### src/rtl/l1_msi_controller.sv
// L1 MSI cache controller: 4-line direct-mapped cache, one CPU access at a time.
// Ports: Cpu* request/response, DirReq*/DirRsp* directory channel, Probe* snoops.
module l1_msi_controller #(
    parameter int PROC_ID = 0,
    parameter int ADDR_W  = 4,
    parameter int DATA_W  = 4
) (
    input  logic              Clock,
    input  logic              ResetN,
    input  logic              CpuValid,
    input  logic              CpuWrite,
    input  logic [ADDR_W-1:0] CpuAddress,
    input  logic [DATA_W-1:0] CpuData,
    output logic              CpuReady,
    output logic [DATA_W-1:0] CpuDataOut,
    output logic              CpuHit,
    output logic              DirReqValid,
    output logic [1:0]        DirReqType,
    output logic [ADDR_W-1:0] DirReqAddress,
    output logic [DATA_W-1:0] DirReqData,
    output logic [1:0]        DirReqProc,
    input  logic              DirReqReady,
    input  logic              DirRspValid,
    input  logic [DATA_W-1:0] DirRspData,
    input  logic              ProbeValid,
    input  logic [1:0]        ProbeType,
    input  logic [ADDR_W-1:0] ProbeAddress,
    output logic              ProbeAck,
    output logic [DATA_W-1:0] ProbeData
);

    typedef enum logic [2:0] {
        IDLE, WB_REQ, WB_WAIT, MISS_REQ, MISS_WAIT, DONE
    } state_t;

    localparam logic [2:0] ST_EMPTY = 3'b000;
    localparam logic [2:0] ST_I     = 3'b001;
    localparam logic [2:0] ST_S     = 3'b010;
    localparam logic [2:0] ST_M     = 3'b011;

    state_t state, stateNext;

    logic [2:0]        lineState [4];
    logic [ADDR_W-1:0] lineTag   [4];
    logic [DATA_W-1:0] lineData  [4];

    logic              reqWrite;
    logic [ADDR_W-1:0] reqAddr;
    logic [DATA_W-1:0] reqData;
    logic [1:0]        reqType;
    logic [ADDR_W-1:0] wbAddr;
    logic [DATA_W-1:0] wbData;
    logic [DATA_W-1:0] cpuDataQ;
    logic              cpuHitQ;
    logic              probeAckQ;
    logic [DATA_W-1:0] probeDataQ;

    // Probe evaluation; the ack register doubles as the one-cycle re-fire guard
    logic              probeFire;
    logic [1:0]        probeIdx;
    logic              probeMatch;
    logic [2:0]        probeNext;
    logic [DATA_W-1:0] probeOut;

    assign probeFire  = ProbeValid && !probeAckQ && (state != DONE);
    assign probeIdx   = ProbeAddress[1:0];
    assign probeMatch = (lineTag[probeIdx] == ProbeAddress) &&
                        (lineState[probeIdx] == ST_S || lineState[probeIdx] == ST_M);
    assign probeOut   = (probeMatch && ProbeType[1]) ? lineData[probeIdx] : '0;

    always_comb begin
        probeNext = lineState[probeIdx];
        if (probeMatch) begin
            case (ProbeType)
                2'b01:   probeNext = ST_I;
                2'b10:   probeNext = ST_S;
                2'b11:   probeNext = ST_I;
                default: probeNext = lineState[probeIdx];
            endcase
        end
    end

    // CPU lookup sees the line state after a same-cycle probe
    logic [1:0] cpuIdx;
    logic [2:0] lookState;
    logic       tagEq, isHit, isUpgrade, needWb, capture;

    assign cpuIdx    = CpuAddress[1:0];
    assign lookState = (probeFire && probeIdx == cpuIdx) ? probeNext : lineState[cpuIdx];
    assign tagEq     = lineTag[cpuIdx] == CpuAddress;
    assign isHit     = tagEq && (lookState == ST_M || (lookState == ST_S && !CpuWrite));
    assign isUpgrade = tagEq && CpuWrite && lookState == ST_S;
    assign needWb    = !tagEq && lookState == ST_M;
    assign capture   = (state == IDLE) && CpuValid;

    always_ff @(posedge Clock or negedge ResetN) begin
        if (!ResetN) state <= IDLE;
        else         state <= stateNext;
    end

    always_comb begin
        stateNext = state;
        case (state)
            IDLE: begin
                if (CpuValid) begin
                    if (isHit)       stateNext = DONE;
                    else if (needWb) stateNext = WB_REQ;
                    else             stateNext = MISS_REQ;
                end
            end
            WB_REQ:    if (DirReqReady) stateNext = WB_WAIT;
            WB_WAIT:   if (DirRspValid) stateNext = MISS_REQ;
            MISS_REQ:  if (DirReqReady) stateNext = MISS_WAIT;
            MISS_WAIT: if (DirRspValid) stateNext = DONE;
            DONE:      stateNext = IDLE;
            default:   stateNext = IDLE;
        endcase
    end

    always_comb begin
        CpuReady      = state == DONE;
        CpuDataOut    = cpuDataQ;
        CpuHit        = (state == DONE) && cpuHitQ;
        DirReqValid   = (state == WB_REQ) || (state == MISS_REQ);
        DirReqType    = 2'b00;
        DirReqAddress = '0;
        DirReqData    = '0;
        DirReqProc    = 2'(PROC_ID);
        ProbeAck      = probeAckQ;
        ProbeData     = probeDataQ;
        if (state == WB_REQ) begin
            DirReqType    = 2'b11;
            DirReqAddress = wbAddr;
            DirReqData    = wbData;
        end else if (state == MISS_REQ) begin
            DirReqType    = reqType;
            DirReqAddress = reqAddr;
        end
    end

    // Cache arrays and request capture; later writes in this block take
    // priority, so a fill overrides a same-cycle probe on the same line
    always_ff @(posedge Clock or negedge ResetN) begin
        if (!ResetN) begin
            for (int i = 0; i < 4; i++) begin
                lineState[i] <= ST_EMPTY;
                lineTag[i]   <= '0;
                lineData[i]  <= '0;
            end
            reqWrite   <= 1'b0;
            reqAddr    <= '0;
            reqData    <= '0;
            reqType    <= 2'b00;
            wbAddr     <= '0;
            wbData     <= '0;
            cpuDataQ   <= '0;
            cpuHitQ    <= 1'b0;
            probeAckQ  <= 1'b0;
            probeDataQ <= '0;
        end else begin
            probeAckQ  <= probeFire;
            probeDataQ <= probeFire ? probeOut : '0;
            if (probeFire) lineState[probeIdx] <= probeNext;

            if (capture) begin
                reqWrite <= CpuWrite;
                reqAddr  <= CpuAddress;
                reqData  <= CpuData;
                reqType  <= isUpgrade ? 2'b10 : {1'b0, CpuWrite};
                wbAddr   <= lineTag[cpuIdx];
                wbData   <= lineData[cpuIdx];
                if (isHit) begin
                    if (CpuWrite) lineData[cpuIdx] <= CpuData;
                    cpuDataQ <= CpuWrite ? CpuData : lineData[cpuIdx];
                    cpuHitQ  <= 1'b1;
                end
            end

            if (state == WB_WAIT && DirRspValid)
                lineState[reqAddr[1:0]] <= ST_I;

            if (state == MISS_WAIT && DirRspValid) begin
                lineTag[reqAddr[1:0]]   <= reqAddr;
                lineData[reqAddr[1:0]]  <= reqWrite ? reqData : DirRspData;
                lineState[reqAddr[1:0]] <= reqWrite ? ST_M : ST_S;
                cpuDataQ                <= reqWrite ? reqData : DirRspData;
                cpuHitQ                 <= 1'b0;
            end
        end
    end

endmodule

### config.mk
export PLATFORM = sky130hd
export DESIGN_NAME = l1_msi_controller
export DESIGN_NICKNAME = d
export VERILOG_FILES = /design/src/rtl/l1_msi_controller.sv
export SDC_FILE = /design/constraint.sdc
export NUM_CORES = 1
export LEC_CHECK = 0
export ABC_AREA = 1
export ABC_CLOCK_PERIOD_IN_PS = 2400
export CORE_MARGIN = 3
export CORE_UTILIZATION = 57
export DETAILED_ROUTE_END_ITERATION = 10
export GPL_TIMING_DRIVEN = 0
export PLACE_DENSITY_LB_ADDON = 0.15
export SETUP_SLACK_MARGIN = 0.15
export SYNTH_ARGS = -nofsm -noshare
export SYNTH_HDL_FRONTEND = slang
export SYNTH_SLANG_ARGS = --single-unit
### constraint.sdc
create_clock -name Clock -period 2.4 [get_ports Clock]
set_clock_uncertainty 0.05 [all_clocks]
set_input_delay 0.24 -clock Clock [delete_from_list [all_inputs] [get_ports Clock]]
set_output_delay 0.24 -clock Clock [all_outputs]
set_load 0.01 [all_outputs]
; ---- Word-level counts from Yosys, hierarchy flattened
; Index checks and enable logic that the tools add are counted.
[word_totals]
register_bits = 76
in_bits = 25
output_inout_bits = 24
[op_classes]
magnitude_cmp = 6
n_eq_ne = 21
n_mux = 66
bitwise_logic = 6
n_reduce_logical = 29
[op_table]
columns = operator, n
row1 = $mux 4, 20
row2 = $mux 16, 4
row3 = $bwmux 16, 3
row4 = $mux 3, 14
row5 = $mux 12, 3
row6 = $bmux 4 s2, 4
row7 = $bwmux 12, 2
row8 = $eq 3x2->1 const B, 6
row9 = $logic_and 1x1->1, 17
row10 = $demux 4 s2, 2
row11 = $pmux 3 s5, 1
row12 = $bmux 3 s2, 2
row13 = $demux 3 s2, 2
row14 = $ne 2x2->1 const B, 5
row15 = $ge 3x3->1 const B, 3
row16 = $lt 3x1->1 const B, 3
row17 = $not 2->3, 3
row18 = $and 8x8->8, 1
row19 = $eq 4x4->1, 2
row20 = $mux 2, 4
row21 = $not 8->8, 1
row22 = $eq 3x3->1 const B, 2
row23 = $pmux 3 s2, 1
row24 = $reduce_and 5->1, 1
row25 = 13 further kinds, 22

; ---- Longest topological paths before layout
; Gate-level depths: netlist (run 1).
[depth]
ltp_word = 17
depth_mapped = 20
mapped_depth_nobuf = 18

; ---- Least setup slack after synthesis (run 1)
; OpenSTA, ideal clock, no wires.
[synth_timing]
kind = register to register
from = register state[1]
to = register reqType[0]
setup_ps = 126
arrival_ps = 1817
required_time_ps = 2224
path_slack_ps = 407
path_stages_with_launch = 13
n_path_buf = 2
cell_sequence = dfrtp_1 inv_1 nand3_1 nand3_1 inv_1 nand3_1 nand4_1 a21oi_4 buf_6 buf_12 nand4_2 nand3_1 o21ai_1
[synth_via]
elab_chain_len = 7
word_cells_on_any_way = 9
[synth_rtl]
columns = element, line_no
row1 = "start, declared", 41  ; state_t state, stateNext;
row2 = "start signal, assigned", 98  ; else state <= stateNext;
row3 = $ne 3x3->1, 65  ; assign probeFire = ProbeValid && !probeAckQ && (state != DONE);
row4 = $logic_and 1x1->1, 65
row5 = named net probeFire, 59  ; logic probeFire;
row6 = $logic_and 1x1->1, 89  ; assign lookState = (probeFire && probeIdx == cpuIdx) ? probeNext : lineState[cpuIdx];
row7 = $mux 3, 89
row8 = $eq 3x2->1, 92  ; assign isUpgrade = tagEq && CpuWrite && lookState == ST_S;
row9 = $logic_and 1x1->1, 92
row10 = $mux 2, 169  ; reqType <= isUpgrade ? 2'b10 : {1'b0, CpuWrite};
row11 = "end signal, assigned", 169
row12 = "end, declared", 50  ; logic [1:0] reqType;
; The timed path passes the listed nets, and every way through them passes these cells.
; A chain may end at the register's enable or synchronous reset.

; ---- Worst setup path in the final report (run 1)
[layout_timing]
from = register lineTag[15] (netlist name)
to = register lineData[2] (netlist name)
[layout_via]
elab_chain_len = 15
word_cells_on_any_way = 20
[layout_rtl]
columns = element, line_no
row1 = "start, declared", 44  ; logic [ADDR_W-1:0] lineTag [4];
row2 = "start signal, assigned by index", 183  ; lineTag[reqAddr[1:0]] <= reqAddr;
row3 = $bmux 4 s2, 67  ; assign probeMatch = (lineTag[probeIdx] == ProbeAddress) &&
row4 = $mux 4 (not written as such) (2 in series), 67
row5 = $eq 4x4->1, 67
row6 = $logic_and 1x1->1, 67
row7 = $mux 3, 73  ; if (probeMatch) begin
row8 = $mux 3, 89
row9 = $eq 3x2->1, 91  ; assign isHit = tagEq && (lookState == ST_M || (lookState == ST_S && !CpuWrite));
row10 = $logic_and 1x1->1, 91
row11 = $logic_or 1x1->1, 91
row12 = $logic_and 1x1->1 *, 91
row13 = $mux 16 *, 172  ; if (isHit) begin
row14 = $mux 16 *, 165  ; if (capture) begin
row15 = $bwmux 16, 184  ; lineData[reqAddr[1:0]] <= reqWrite ? reqData : DirRspData;
row16 = $mux 16 *, 182  ; if (state == MISS_WAIT && DirRspValid) begin
row17 = "end signal, assigned by index", 173  ; if (CpuWrite) lineData[cpuIdx] <= CpuData;
row18 = "end signal, assigned by index", 184
row19 = "end, declared", 45  ; logic [DATA_W-1:0] lineData [4];
; Mark *: on every way between the ends. The rest lies on a longest branch, timed or not. The select of a mux whose other input is x is not followed.

==> impl_metrics.ini, run 1 <==
[power]
p_leak_nw = 3.019
peakVddDrop_mv = 0.7087
power.density_nw_per_um2 = 1059
finalPower_mw = 6.306

[hold_path]
hold_depth = 3
hp-class = in2reg

[cells_and_area]
drive_above_1_share_pct = 20.88
num-fill-cells = 578
final_cell_mix = nand2_1, inv_1, dfrtp_1, o21ai_0, nor2_1
fin_area_um2 = 5953
final_util_pct = 76.64
final_cells = 830
final_common_cell = nand2_1
synthToLayoutAreaGrowth_pct = 29.75
multi_input_area_um2 = 2456
diodes = 0
nets = 748
seq_area_um2 = 1904

[die]
io-pin-count = 49
num_rows = 32
die_h_um = 95.72
die_area_um2 = 9162
die_x_um = 95.72
core-area_um2 = 7767
initial_core_util_pct = 59.07

[sta]
worst_hold_slack_ns = 0.2401
timing.final.hold_violations = 0
period_share_pct = 94.10
worst_slew_pin_slew_ns = 0.7849
slew_violations = 0
fin_ws_ns = 0.1416
setup_viol = 0
fmax_mhz = 442.8
rsz0062_at_grt = yes
fin_setup_tns_ns = 0
maxSlewHeadroom_pct = 47.12
period_needed_ns = 2.258

[run]
cap_violations = 0

[synthesis]
ys_seq_area_share_pct = 41.45
syn_area_um2 = 4588
synthArstFlopShare_pct = 100.0
synth-edff-count = 0
ys_seq_elements = 76
synth_flop_cell = dfrtp_1
syn_area_per_cell_um2 = 7.214
yosysWarnings = 0
synth_cell_type_count = 44
synthCells = 636

[route]
drt-pass1-iter-count = 5
drtIter0Drc = 511
wl_um = 14600
ant_nets = 0
wire_per_inst_um = 17.59
via_per_inst = 5.755
drc = 0
vias = 4777

[status]
outcome = complete, no violations

[clocking]
cts-buffers-inserted = 9
cts.sinks = 76
clk_latency_ns = 0.36
cts_tree = yes
cts-root-buf = clkbuf_8
clk_path_buf_depth = 2
clk_pin_slew_ns = 0.08
h-tree-depth = 3

[worst_setup_path]
arrival_ns = 2.46
crit_type = reg2reg
critPathRequiredTime_ns = 2.60
r2r_cells = 17
cp_max_fo = 7
start_kind = flop
end_kind = flop

[grt]
antenna_found_initial = 0
overflow = 0
grt_max_degree = 46
grt_pass1_vias = 4353
grt.total_usage_pct = 31.25
grt_pass1_wl_um = 21760

[place]
place_hpwl_um = 10170
placed_area_um2 = 5185
dp_cells = 784
pre_cts_slack_ns = -0.5713
io_buffer_count = 44
gp_congestion = 0.9549
area by class of cell:
cell class | instances | share of cell area, %
plain buffers | 15 | 2.123
clock buffers | 10 | 2.144
clock inverters | 6 | 1.492
inverters | 100 | 6.683
multi-input cells | 446 | 41.26
flip-flops and latches | 76 | 31.99
well taps | 102 | 2.144
repair buffers | 74 | 12.04
repair inverters | 1 | 0.1261
cell usage after synthesis, types with 5 or more instances:
| master | instances | area share (%) |
|---|---|---|
| a21oi_1 | 9 | 0.98 |
| o22ai_1 | 11 | 1.5 |
| inv_1 | 87 | 7.1 |
| nand3_1 | 35 | 3.8 |
| buf_4 | 5 | 0.82 |
| o21ai_0 | 59 | 6.4 |
| dfrtp_1 | 76 | 41 |
| nand4_1 | 19 | 2.6 |
| nor2_1 | 60 | 4.9 |
| inv_2 | 8 | 0.65 |
| mux2i_1 | 5 | 1.1 |
| nand2_1 | 189 | 15 |
| a22oi_1 | 7 | 1.1 |
| nand2_2 | 7 | 0.95 |
final timing paths:
| path | slack [ns] | startpoint | to |
|---|---|---|---|
| min reg2reg | 0.43 | CpuDataOut[0]$_DFFE_PN0P_ | CpuDataOut[0]$_DFFE_PN0P_ |
| max in group asynchronous | 1.39 | ResetN | state[0]$_DFFE_PN0P_ |
| min in group asynchronous | 0.32 | ResetN | lineTag[10]$_DFFE_PN0P_ |
| max | 0.14 | lineTag[15]$_DFFE_PN0P_ | lineData[2]$_DFF_PN0_ |
| min | 0.24 | CpuAddress[0] | reqAddr[0]$_DFFE_PN0P_ |
| max reg2reg | 0.14 | lineTag[15]$_DFFE_PN0P_ | lineData[2]$_DFF_PN0_ |
registers in the layout, indices dropped and copies added (netlist names), 4 cells and up:
register / count
lineState: 12
ProbeData: 4
lineData: 16
reqAddr: 4
wbAddr: 4
CpuDataOut: 4
lineTag: 16
wbData: 4
reqData: 4
power by group:
part	switching, mW	leakage (nW)	total, mW	internal (mW)
Combinational	1.76	1.99	2.91	1.14
Clock	0.512	0.102	1.10	0.586
Sequential	0.476	0.922	2.30	1.83
cell families after synthesis:
logic type,count (synthesis),synth area share (%)
mux,5,1.091
flops,76,41.45
xor+xnor,5,0.9546
simple gates,326,31.06
compound gates,108,14.56
buf+inv,115,10.80
other cells,1,0.08173
routing by layer:
layer / GRT usage [%] / up-vias / part of all wire [%]
met2: 47.25 / 278 / 46
met3: 5.629 / 50 / 9.2
met1: 45.27 / 2217 / 42
met5: 0 / - / 0
li1: - / 2232 / -
met4: 10.55 / 0 / 3.2
critical path, stage by stage, from the launching register on:
cell and delay (ns):
dfrtp_1 0.42, nand2_1 0.09, nand2_1 0.05, nand2_1 0.07
nand2_1 0.06, nand2_1 0.09, nand2_2 0.08, nor2_4 0.16
nand3_2 0.12, nand2_4 0.13, nand2_4 0.08, nand3_4 0.12
nand3_4 0.16, buf_12 0.19, nand2_1 0.07, nand3_1 0.08
nand2_1 0.09, inv_1 0.06
what timing repair did:
item                       4_1_cts  5_1_grt
hold endpoints to repair        31        0
setup endpoints to repair       46       52
setup buffers                    5       22
cloned                           0        2
hold buffers                     1        0
gates resized for setup         23       78
pin swaps                        4       24
Note: power is estimated with default switching activity, not from simulation.
==> run 2, diff against run 1 <==
- RECOVER_POWER: default -> 100
==> run 2 against run 1 <==
Effect of this change: first-iteration DRC count increased by 0.98%; power decreased by 0.93%; combinational power shrank 2%; sequential cell count stayed put; maximum frequency shrank 0.26%; cell count unchanged; setup slack lost 0.0058 ns; critical path depth unchanged; non-clock buffer count is the same; clock power barely moved.
==> impl_metrics.ini, run 2 (synthesis results as in run 1) <==
[worst_setup_path]
crit_type = reg2reg
critPathRequiredTime_ns = 2.60
arrival_ns = 2.46
end_kind = flop
start_kind = flop
cp_max_fo = 7

[clocking]
clk_latency_ns = 0.36
clk_pin_slew_ns = 0.09
h-tree-depth = 3
clk_path_buf_depth = 2
cts-buffers-inserted = 9
cts.sinks = 76
cts-root-buf = clkbuf_8
cts_tree = yes

[die]
die_area_um2 = 9162
num_rows = 32
die_x_um = 95.72
die_h_um = 95.72
io-pin-count = 49
core-area_um2 = 7767
initial_core_util_pct = 59.07

[cells_and_area]
drive_above_1_share_pct = 19.78
num-fill-cells = 592
nets = 748
top_regs = lineData (16), lineTag (16), lineState (12)
diodes = 0
final_common_cell = nand2_1
synthToLayoutAreaGrowth_pct = 28.93
multi_input_area_um2 = 2449
seq_area_um2 = 1902
final_util_pct = 76.16
final_cell_mix = nand2_1, inv_1, dfrtp_1, o21ai_0, nor2_1

[sta]
timing.final.hold_violations = 0
setup_viol = 0
period_share_pct = 94.34
maxSlewHeadroom_pct = 41.53
rsz0062_at_grt = yes
period_needed_ns = 2.264
worst_slew_pin_slew_ns = 0.8770
fmax_mhz = 441.6
slew_violations = 0

[power]
switching_share_pct = 43.72
power.density_nw_per_um2 = 1056
power_frac_seq_pct = 36.7
combPwrFrac_pct = 45.6
p_leak_nw = 3.007
p_int_mw = 3.516
power_frac_clock_pct = 17.6
p_switching_mw = 2.731
peakVddDrop_mv = 0.6880
finalPower_mw = 6.247

[route]
via_per_inst = 5.731
ant_nets = 0
drc = 0
vias = 4757
wl_um = 14550
drt-pass1-iter-count = 6
drtIter0Drc = 516
wire_per_inst_um = 17.53

[status]
outcome = complete, no violations

[grt]
overflow = 0
grt_pass1_vias = 4353
antenna_found_initial = 0
grt_max_degree = 46
grt_pass1_wl_um = 21760
grt.total_usage_pct = 31.25

[place]
place_hpwl_um = 10170
io_buffer_count = 44
gp_congestion = 0.9549

[run]
cap_violations = 0

[hold_path]
hp-class = in2reg
## run 2: final cells by class
class / count / area share (%)
tap: 102 / 2.157
inverter: 100 / 6.726
timing repair inverter: 1 / 0.1269
multi-input combinational: 446 / 41.39
clock inverter: 6 / 1.502
timing repair buffer: 74 / 11.65
buffer: 15 / 2.136
sequential: 76 / 32.15
clock buffer: 10 / 2.157
## run 2: routing by layer
| layer | part of all wire, % | track usage (%) | up-vias | wire [um] |
|---|---|---|---|---|
| li1 | - | - | 2227 | - |
| met5 | 0 | 0 | - | 0 |
| met4 | 2.9 | 10.55 | 0 | 427 |
| met3 | 8.9 | 5.629 | 43 | 1295 |
| met1 | 42 | 45.27 | 2204 | 6111 |
| met2 | 46 | 47.25 | 283 | 6719 |
## run 2: what timing repair did
action	CTS	global route
buffers inserted	5	22
gates cloned	0	2
pin swaps	4	24
resized for setup	23	78
hold endpoints to repair	31	0
setup endpoints to repair	46	52
hold buffers	1	0
## run 2: path summary, 6_finish.rpt
kind                                           startpoint                        end  slack [ns]  cells past startpoint
worst min-delay path                        CpuAddress[0]     reqAddr[0]$_DFFE_PN0P_        0.24                      3
worst max register to register    lineTag[15]$_DFFE_PN0P_      lineData[2]$_DFF_PN0_        0.14                     17
max in group asynchronous                          ResetN     reqType[0]$_DFFE_PN0P_        1.10                      3
worst max-delay path              lineTag[15]$_DFFE_PN0P_      lineData[2]$_DFF_PN0_        0.14                     17
worst min register to register  CpuDataOut[0]$_DFFE_PN0P_  CpuDataOut[0]$_DFFE_PN0P_        0.43                      2
min in group asynchronous                          ResetN    lineTag[10]$_DFFE_PN0P_        0.48                      2
## run 2: through the flow
step	instance area, um2	TNS, ns	instances	hold WS, ns	setup WS (ns)
floorplan	4592	0	637	-0.1056	0.4070
global placement	5160	-137.75	783	0.4070	-1.645
detailed placement	5185	-15.03	784	0.1660	-0.5713
CTS	5518	0	806	0.2618	0.1518
global route	5916	0	830	0.2962	0.01161
finish	5916	0	830	0.2444	0.1358
## run 2: power by group through the flow
stage / Clock [mW] / Sequential (mW) / Combinational [mW]
2_1_floorplan: 0 / 2.15 / 1.66
3_3_place_gp: 0 / 2.24 / 2.36
3_5_place_dp: 0 / 2.26 / 2.43
4_1_cts: 1.09 / 2.25 / 2.50
5_1_grt: 1.16 / 2.35 / 3.16
6_report: 1.10 / 2.30 / 2.85
## run 2: worst max-delay path, cell delays in order (launching register included)
cell and delay (ns):
dfrtp_1 0.42, nand2_1 0.09, nand2_1 0.05, nand2_1 0.07, nand2_1 0.06, nand2_1 0.08, nand2_1 0.10, nor2_4 0.17
nand3_2 0.12, nand2_4 0.13, nand2_4 0.08, nand3_4 0.12, nand3_4 0.16, buf_12 0.18, nand2_1 0.07, nand3_1 0.08
nand2_1 0.09, inv_1 0.05
